--- src/rtl/riscv32ima_fetch_queue_if.sv ---
// Fetch-queue bus bundle: decode-side handshake, PC write-back and the
// instruction-memory request/response signals.
//   master : the fetch queue (drives fetch_*, i_ncs/i_nwe/i_addr/i_wdata/i_wmask)
//   slave  : the environment (drives fetch_ready, wback_*, i_rdata, i_stall)
interface riscv32ima_fetch_queue_if #(
  parameter int ADDR_WIDTH = 32,
  parameter int DATA_WIDTH = 64,
  parameter int INSN_WIDTH = 32
);
  logic                  fetch_valid;
  logic                  fetch_ready;
  logic [ADDR_WIDTH-1:0] fetch_address;
  logic [INSN_WIDTH-1:0] fetch_data;
  logic                  wback_pc_wen;
  logic [ADDR_WIDTH-1:0] wback_pc;
  logic                  i_ncs;
  logic                  i_nwe;
  logic [ADDR_WIDTH-1:0] i_addr;
  logic [DATA_WIDTH-1:0] i_wdata;
  logic [DATA_WIDTH-1:0] i_wmask;
  logic [DATA_WIDTH-1:0] i_rdata;
  logic                  i_stall;

  modport master (
    output fetch_valid, fetch_address, fetch_data,
    output i_ncs, i_nwe, i_addr, i_wdata, i_wmask,
    input  fetch_ready, wback_pc_wen, wback_pc, i_rdata, i_stall
  );

  modport slave (
    input  fetch_valid, fetch_address, fetch_data,
    input  i_ncs, i_nwe, i_addr, i_wdata, i_wmask,
    output fetch_ready, wback_pc_wen, wback_pc, i_rdata, i_stall
  );
endinterface

--- src/rtl/riscv32ima_fetch_queue.sv ---
// Instruction-fetch front end with a prefetch queue.
// Reads DATA_WIDTH lines from instruction memory, splits them into LANES
// instruction slots and queues each slot with its PC; decode pops one entry
// per fetch_valid/fetch_ready handshake. A PC write-back flushes and redirects.
// Ports:
//   clk   rising-edge clock
//   nrst  asynchronous active-low reset
//   bus   riscv32ima_fetch_queue_if.master
//         fetch_valid/fetch_ready/fetch_address/fetch_data : decode handshake
//         wback_pc_wen/wback_pc                            : redirect
//         i_ncs/i_nwe/i_addr/i_wdata/i_wmask/i_rdata/i_stall : memory port
module riscv32ima_fetch_queue #(
  parameter int                    ADDR_WIDTH  = 32,
  parameter int                    DATA_WIDTH  = 64,
  parameter int                    INSN_WIDTH  = 32,
  parameter int                    QUEUE_DEPTH = 4,
  parameter logic [ADDR_WIDTH-1:0] RESET_PC    = '0
) (
  input  logic                       clk,
  input  logic                       nrst,
  riscv32ima_fetch_queue_if.master   bus
);

  localparam int LANES   = DATA_WIDTH / INSN_WIDTH;
  localparam int LINE_B  = DATA_WIDTH / 8;
  localparam int INSN_B  = INSN_WIDTH / 8;
  localparam int INSN_SH = $clog2(INSN_B);
  localparam int LANE_W  = (LANES > 1) ? $clog2(LANES) : 1;
  localparam int PTR_W   = (QUEUE_DEPTH > 1) ? $clog2(QUEUE_DEPTH) : 1;
  localparam int CNT_W   = $clog2(QUEUE_DEPTH + 1);
  localparam int UW      = CNT_W + 2;
  localparam logic [ADDR_WIDTH-1:0] LINE_MASK = ~(ADDR_WIDTH'(LINE_B - 1));

  typedef enum logic [1:0] {ST_BOOT, ST_FETCH, ST_WAIT} state_t;

  // Slot index of a byte address within its memory line.
  function automatic logic [LANE_W-1:0] slot_of(input logic [ADDR_WIDTH-1:0] a);
    return LANE_W'((a >> INSN_SH) & ADDR_WIDTH'(LANES - 1));
  endfunction

  state_t                r_state, w_state_next;
  logic [ADDR_WIDTH-1:0] r_addr;
  logic [LANE_W-1:0]     r_skip;
  logic                  r_inflight;
  logic [ADDR_WIDTH-1:0] r_inflight_addr;
  logic [LANE_W-1:0]     r_inflight_skip;
  logic [PTR_W-1:0]      r_wr_ptr, r_rd_ptr;
  logic [CNT_W-1:0]      r_count;
  logic [INSN_WIDTH-1:0] r_q_data [QUEUE_DEPTH];
  logic [ADDR_WIDTH-1:0] r_q_pc   [QUEUE_DEPTH];

  logic                  w_redirect;
  logic [ADDR_WIDTH-1:0] w_redirect_addr;
  logic [LANE_W-1:0]     w_redirect_skip;
  logic [UW-1:0]         w_used, w_push_n, w_count_next, w_used_next;
  logic                  w_req, w_accept, w_pop, w_capture;
  logic [PTR_W-1:0]      w_lane_idx [LANES];
  logic                  w_lane_en  [LANES];

  assign w_redirect      = bus.wback_pc_wen;
  assign w_redirect_addr = bus.wback_pc & LINE_MASK;
  assign w_redirect_skip = slot_of(bus.wback_pc);

  // Queue slots already spoken for: stored entries plus a whole line reserved
  // for the response still on its way.
  assign w_used   = UW'(r_count) + (r_inflight ? UW'(LANES) : UW'(0));
  // A redirect withdraws any request in the same cycle, so a stale line is
  // never accepted while the new target is being loaded.
  assign w_req    = (r_state == ST_FETCH) && !w_redirect &&
                    ((w_used + UW'(LANES)) <= UW'(QUEUE_DEPTH));
  assign w_accept = w_req && !bus.i_stall;
  assign w_pop    = (r_count != '0) && bus.fetch_ready;
  // Response data is valid exactly one cycle after accept; a redirect in that
  // cycle discards it.
  assign w_capture = r_inflight && !w_redirect;
  assign w_push_n  = w_capture ? (UW'(LANES) - UW'(r_inflight_skip)) : UW'(0);
  assign w_count_next = UW'(r_count) + w_push_n - (w_pop ? UW'(1) : UW'(0));
  assign w_used_next  = w_count_next + (w_accept ? UW'(LANES) : UW'(0));

  // Next-state uses next-cycle credit so a freed slot is usable without a bubble.
  always_comb begin
    w_state_next = r_state;
    unique case (r_state)
      ST_BOOT:  w_state_next = ST_FETCH;
      ST_FETCH: if ((w_used_next + UW'(LANES)) > UW'(QUEUE_DEPTH)) w_state_next = ST_WAIT;
      ST_WAIT:  if ((w_used_next + UW'(LANES)) <= UW'(QUEUE_DEPTH)) w_state_next = ST_FETCH;
      default:  w_state_next = ST_BOOT;
    endcase
    if (w_redirect) w_state_next = ST_FETCH;
  end

  always_comb begin
    for (int l = 0; l < LANES; l++) begin
      w_lane_idx[l] = r_wr_ptr + PTR_W'(l) - PTR_W'(r_inflight_skip);
      w_lane_en[l]  = w_capture && (LANE_W'(l) >= r_inflight_skip);
    end
  end

  always_ff @(posedge clk or negedge nrst) begin
    if (!nrst) r_state <= ST_BOOT;
    else       r_state <= w_state_next;
  end

  // Request / queue control
  always_ff @(posedge clk or negedge nrst) begin
    if (!nrst) begin
      r_addr     <= RESET_PC & LINE_MASK;
      r_skip     <= slot_of(RESET_PC);
      r_inflight <= 1'b0;
      r_wr_ptr   <= '0;
      r_rd_ptr   <= '0;
      r_count    <= '0;
    end else if (w_redirect) begin
      r_addr     <= w_redirect_addr;
      r_skip     <= w_redirect_skip;
      r_inflight <= 1'b0;
      r_wr_ptr   <= '0;
      r_rd_ptr   <= '0;
      r_count    <= '0;
    end else begin
      r_inflight <= w_accept;
      if (w_accept) begin
        r_addr <= r_addr + ADDR_WIDTH'(LINE_B);
        r_skip <= '0;
      end
      r_wr_ptr <= r_wr_ptr + PTR_W'(w_push_n);
      r_rd_ptr <= r_rd_ptr + PTR_W'(w_pop);
      r_count  <= CNT_W'(w_count_next);
    end
  end

  // Response capture: lane 0 holds the lowest address
  always_ff @(posedge clk) begin
    if (w_accept) begin
      r_inflight_addr <= r_addr;
      r_inflight_skip <= r_skip;
    end
    for (int l = 0; l < LANES; l++) begin
      if (w_lane_en[l]) begin
        r_q_data[w_lane_idx[l]] <= bus.i_rdata[l*INSN_WIDTH +: INSN_WIDTH];
        r_q_pc[w_lane_idx[l]]   <= r_inflight_addr + ADDR_WIDTH'(l * INSN_B);
      end
    end
  end

  always_ff @(posedge clk) begin
    if (nrst) assert (UW'(r_count) <= UW'(QUEUE_DEPTH));
  end

  assign bus.fetch_valid   = (r_count != '0);
  assign bus.fetch_address = r_q_pc[r_rd_ptr];
  assign bus.fetch_data    = r_q_data[r_rd_ptr];
  assign bus.i_ncs         = !w_req;
  assign bus.i_nwe         = 1'b1;
  assign bus.i_addr        = r_addr;
  assign bus.i_wdata       = '0;
  assign bus.i_wmask       = '0;

endmodule

--- src/flat_wrapper.sv ---
// flat-port wrapper written by rule: the top's interface ports become plain ports
module riscv32ima_fetch_queue_flat 
#(
  parameter int                    ADDR_WIDTH  = 32,
  parameter int                    DATA_WIDTH  = 64,
  parameter int                    INSN_WIDTH  = 32,
  parameter int                    QUEUE_DEPTH = 4,
  parameter logic [ADDR_WIDTH-1:0] RESET_PC    = '0
)
  (clk, nrst, bus_fetch_valid, bus_fetch_address, bus_fetch_data, bus_i_ncs, bus_i_nwe, bus_i_addr, bus_i_wdata, bus_i_wmask, bus_fetch_ready, bus_wback_pc_wen, bus_wback_pc, bus_i_rdata, bus_i_stall);
  riscv32ima_fetch_queue_if #(.ADDR_WIDTH(ADDR_WIDTH), .DATA_WIDTH(DATA_WIDTH), .INSN_WIDTH(INSN_WIDTH)) bus_i ();
  input  logic clk;
  input  logic nrst;
  output wire logic [$bits(bus_i.fetch_valid)-1:0] bus_fetch_valid;
  output wire logic [$bits(bus_i.fetch_address)-1:0] bus_fetch_address;
  output wire logic [$bits(bus_i.fetch_data)-1:0] bus_fetch_data;
  output wire logic [$bits(bus_i.i_ncs)-1:0] bus_i_ncs;
  output wire logic [$bits(bus_i.i_nwe)-1:0] bus_i_nwe;
  output wire logic [$bits(bus_i.i_addr)-1:0] bus_i_addr;
  output wire logic [$bits(bus_i.i_wdata)-1:0] bus_i_wdata;
  output wire logic [$bits(bus_i.i_wmask)-1:0] bus_i_wmask;
  input wire logic [$bits(bus_i.fetch_ready)-1:0] bus_fetch_ready;
  input wire logic [$bits(bus_i.wback_pc_wen)-1:0] bus_wback_pc_wen;
  input wire logic [$bits(bus_i.wback_pc)-1:0] bus_wback_pc;
  input wire logic [$bits(bus_i.i_rdata)-1:0] bus_i_rdata;
  input wire logic [$bits(bus_i.i_stall)-1:0] bus_i_stall;
  assign bus_fetch_valid = bus_i.fetch_valid;
  assign bus_fetch_address = bus_i.fetch_address;
  assign bus_fetch_data = bus_i.fetch_data;
  assign bus_i_ncs = bus_i.i_ncs;
  assign bus_i_nwe = bus_i.i_nwe;
  assign bus_i_addr = bus_i.i_addr;
  assign bus_i_wdata = bus_i.i_wdata;
  assign bus_i_wmask = bus_i.i_wmask;
  assign bus_i.fetch_ready = bus_fetch_ready;
  assign bus_i.wback_pc_wen = bus_wback_pc_wen;
  assign bus_i.wback_pc = bus_wback_pc;
  assign bus_i.i_rdata = bus_i_rdata;
  assign bus_i.i_stall = bus_i_stall;
  riscv32ima_fetch_queue #(.ADDR_WIDTH(ADDR_WIDTH), .DATA_WIDTH(DATA_WIDTH), .INSN_WIDTH(INSN_WIDTH), .QUEUE_DEPTH(QUEUE_DEPTH), .RESET_PC(RESET_PC)) u_core (.clk(clk), .nrst(nrst), .bus(bus_i));
endmodule
--- config.mk ---
export PLATFORM = sky130hd
export DESIGN_NAME = riscv32ima_fetch_queue_flat
export DESIGN_NICKNAME = d
export VERILOG_FILES = /design/src/rtl/riscv32ima_fetch_queue_if.sv /design/src/rtl/riscv32ima_fetch_queue.sv /design/src/flat_wrapper.sv
export SDC_FILE = /design/constraint.sdc
export NUM_CORES = 1
export LEC_CHECK = 0
export CORE_MARGIN = 5
export CORE_UTILIZATION = 55
export DETAILED_ROUTE_END_ITERATION = 12
export PLACE_DENSITY = 0.85
export SYNTH_ARGS = -nofsm -noshare
export SYNTH_HDL_FRONTEND = slang
export SYNTH_SLANG_ARGS = --single-unit
--- constraint.sdc ---
create_clock -name clk -period 9.4 [get_ports clk]
set_input_delay 2.35 -clock clk [delete_from_list [all_inputs] [get_ports clk]]
set_output_delay 2.35 -clock clk [all_outputs]
set_load 0.02 [all_outputs]
==> impl_metrics.csv <==
group,metric,value,unit
status,run_status,"finished, final reports clean",
cells_and_area,regArea,0.00935,mm2
floorplan,die_x,177,um
sta,max_slew_margin,32.2,%
pwr,total_leakage_power,6.25,nW
worst_setup_path,r2r_slack,6010,ps
global_routing,grt_start_max_net_pins,63,
worst_setup_path,cp-startpoint,"bus_wback_pc_wen",
sta,hold_viol_final,0,
synthesis,synth_edf_count,278,
sta,number_of_pins_with_negative_max_slew_slack_in_the_final_report,0,
place,port_buffers,191,
worst_setup_path,crit_type,"in -> out",
sta,rsz0062_at_grt,"false",
routing,routed_wire_length_per_instance,21.6,um
worst_setup_path,startpoint_type,"input pin",
synthesis,postSynth.asyncResetShare,12.6,%
clock_tree,cts_hold_buf,0,
clock_tree,ctsLongestPathBuffers,3,
sta,fin_crit_sh,73.5,%
sta,finalSetupViolCount,0,
synthesis,syn-mean-instance-area,14.7,um2
worst_setup_path,kind_of_end_point_of_the_critical_path,"output port",
pwr,cellPowerDensity,229,mW/mm2
global_routing,grt_antenna_before_repair,0,
sta,maxClockFrequency,145,MHz
pwr,ir_worst_vdd,144,uV
sta,setup-tns-final,0,ps
synthesis,yosys.cell_types.count,52,
clock_tree,clock_sinks,318,
synthesis,synth_seq_area_share,60.8,%
worst_setup_path,reg2reg_depth,16,
worst_setup_path,critical_path.max_fanout,49,
floorplan,start_util,55.5,%
clock_tree,insertion_delay,520,ps
synthesis,yosysTopAreaCellShare,54.3,%
sta,holdWs,469,ps
routing,vias_after_detailed_routing,8492,
clock_tree,ctsRootBufferMaster,"sky130_fd_sc_hd__clkbuf_16",
routing,via_per_inst,5.51,
synthesis,ys_seq_elements,318,
place,placed_area,0.0168,mm2
worst_setup_path,rr_endpoint,"u_core.r_state[0]",
place,detailedPlacementHpwl,21.1,mm
clock_tree,post_cts_resize_count,0,
worst_setup_path,setup.worst_path.end,"bus_i_ncs",
synthesis,synthesis.area,0.0154,mm2
global_routing,via_count_of_the_first_global_routing_pass,8876,
sta,worst-slew-pin-transition,1020,ps
synthesis,yosysTopAreaCell,"sky130_fd_sc_hd__edfxtp_1",
global_routing,gr_util_all_layers,20.9,%
floorplan,num_rows,61,
floorplan,fp.coreArea,0.0277,mm2
synthesis,synthesis.instances,1046,
synthesis,synth_warnings,0,
global_routing,wire_length_of_the_first_global_routing_pass,50.6,mm
cells_and_area,layout.core_utilization,64.4,%
clock_tree,cts_tree,"built",
routing,detail_route.first_pass.iterations,5,
synthesis,ys.flop_type,"sky130_fd_sc_hd__edfxtp_1",
clock_tree,path_clk_slew,60,ps
floorplan,die_height,177,um
routing,detailedRoute.firstIterationViolations,727,
synthesis,synthMostInstantiatedCell,"sky130_fd_sc_hd__edfxtp_1",
cells_and_area,nNetsFinal,1258,
worst_setup_path,critical_path.reg2reg.startpoint,"u_core.r_count[2]",
global_routing,grt_overflow_total,0,
place,gpl.final_weighted_congestion,0.809,
cells_and_area,area_occupied_by_multi_input_gates,0.00494,mm2
floorplan,ios,328,
cells_and_area,n_fill_cell,1943,
worst_hold_path,hold_wc_path_type,"reg -> reg",
cells_and_area,postLayoutCellArea,0.0178,mm2
cells_and_area,areaGrowthSynthToFinish,15.9,%
worst_setup_path,timing.critical_path.required,7050,ps
floorplan,die_area,0.0314,mm2
worst_setup_path,worst_ep_arrival_time,4560,ps
sta,finalWorstPathRequiredPeriod,6910,ps
clock_tree,numCtsBuffers,34,
synthesis,netlist_top_cells_count,"278 x sky130_fd_sc_hd__edfxtp_1, 134 x sky130_fd_sc_hd__buf_4, 130 x sky130_fd_sc_hd__clkbuf_1, 128 x sky130_fd_sc_hd__mux2_2, 62 x sky130_fd_sc_hd__mux4_2",
routing,detail_route.wirelength,33.3,mm
flow_run,max_cap_violations,0,
sta,skew,28.3,ps
synthesis,leading_post_synthesis_cells_by_cell_area,"sky130_fd_sc_hd__edfxtp_1 54%, sky130_fd_sc_hd__mux2_2 9.4%, sky130_fd_sc_hd__mux4_2 9.1%, sky130_fd_sc_hd__buf_4 6.5%, sky130_fd_sc_hd__dfrtp_1 6.5%",
cells_and_area,drive_gt1_share,22.4,%
routing,route.antenna.remaining_nets,0,
clock_tree,ctsHtreeMaxLevel,2,
clock_tree,post_cts_repair_timing_setup_buffer_count,0,
routing,route.detailed.drc,0,
cells_and_area,antenna_cells_inserted,0,
-- sequential cells by signal, indices dropped and copies added (netlist names) --
| name | cells |
|---|---|
| u_core.r_q_data | 128 |
| u_core.r_q_pc | 120 |
| u_core.bus.i_addr | 29 |
| u_core.r_inflight_addr | 29 |
| u_core.r_count | 3 |
| u_core.r_rd_ptr | 2 |
| u_core.r_state | 2 |
| u_core.r_wr_ptr | 2 |
| u_core.r_inflight | 1 |
| u_core.r_inflight_skip | 1 |
| u_core.r_skip | 1 |
-- worst max-delay path, cell delays in order --
cell,delay (ps)
sky130_fd_sc_hd__clkdlybuf4s50_1,470
sky130_fd_sc_hd__buf_4,430
sky130_fd_sc_hd__inv_1,460
sky130_fd_sc_hd__nand2b_1,190
sky130_fd_sc_hd__clkdlybuf4s50_1,620
-- stage by stage --
stage	instances	total power, W	worst slack (ps)
final	1542	0.00409	2490
after global routing	1542	0.00427	2380
after CTS	1542	0.00413	2520
after detailed placement	1481	0.00292	2550
after global placement	1481	0.00290	2570
after floorplan	1178	0.00254	1690
-- cells in the final DEF, fill, tap and decap left out, drive strengths merged, types with 4 or more instances in the layout --
cell type / n
mux2i: 5
mux2: 128
nor4: 6
buf: 11
nor2b: 5
nand3: 19
or3: 4
clkdlybuf4s50: 190
ha: 17
and3: 6
o211ai: 7
and4: 4
o21ai: 18
xnor2: 10
nand2b: 4
inv: 27
nand4: 11
nand2: 42
edfxtp: 278
xor2: 6
and2: 4
clkinv: 11
o311ai: 9
mux4: 62
nor2: 24
conb: 134
dfrtp: 40
a21oi: 6
clkbuf: 45
-- cell type report --
class	instances	share of cell area, %
well taps	378	2.65
clock buffers	45	5.00
repair buffers	201	11.1
flip-flops and latches	318	52.5
clock inverters	16	0.561
inverters	24	0.505
multi-input cells	560	27.7
-- metal layers --
layer  track usage (%)  wire length [um]  up-vias
li1                  -                 -     3750
met1              26.9             12700     4251
met2              35.8             16800      433
met3              4.96              3010       58
met4              5.83               801        0
met5                 0                 0        -
-- worst min path at each step --
stage	from	to	slack (ps)	cells after the start
3_5_place_dp	u_core.r_skip	u_core.r_inflight_skip	460	0
3_3_place_gp	u_core.r_skip	u_core.r_inflight_skip	440	0
6_report	u_core.r_skip	u_core.r_inflight_skip	470	0
5_1_grt	u_core.r_skip	u_core.r_inflight_skip	470	0
2_1_floorplan	u_core.r_skip	u_core.r_inflight_skip	420	0
4_1_cts	u_core.r_skip	u_core.r_inflight_skip	460	0
-- kinds of logic (layout without fill, tap and decap cells) --
family / count (synthesis) / in the layout / synth area share [%]
compound gates: 57 / 57 / 2.54
xor+xnor: 16 / 16 / 0.911
fa+ha+maj: 19 / 19 / 1.58
buf+inv: 300 / 286 / 10.7
flops: 318 / 318 / 60.8
mux: 195 / 195 / 18.8
other cells: 2 / 134 / 0.0488
simple gates: 139 / 139 / 4.68
-- report_power, final --
| group | total, W | switching, W | internal (W) |
|---|---|---|---|
| Clock | 0.00120 | 0.000526 | 0.000674 |
| Combinational | 0.00112 | 0.000583 | 0.000532 |
| Sequential | 0.00177 | 0.000104 | 0.00167 |
| Total | 0.00409 | 0.00121 | 0.00287 |
No activity file was read; power rests on OpenSTA's default activity.
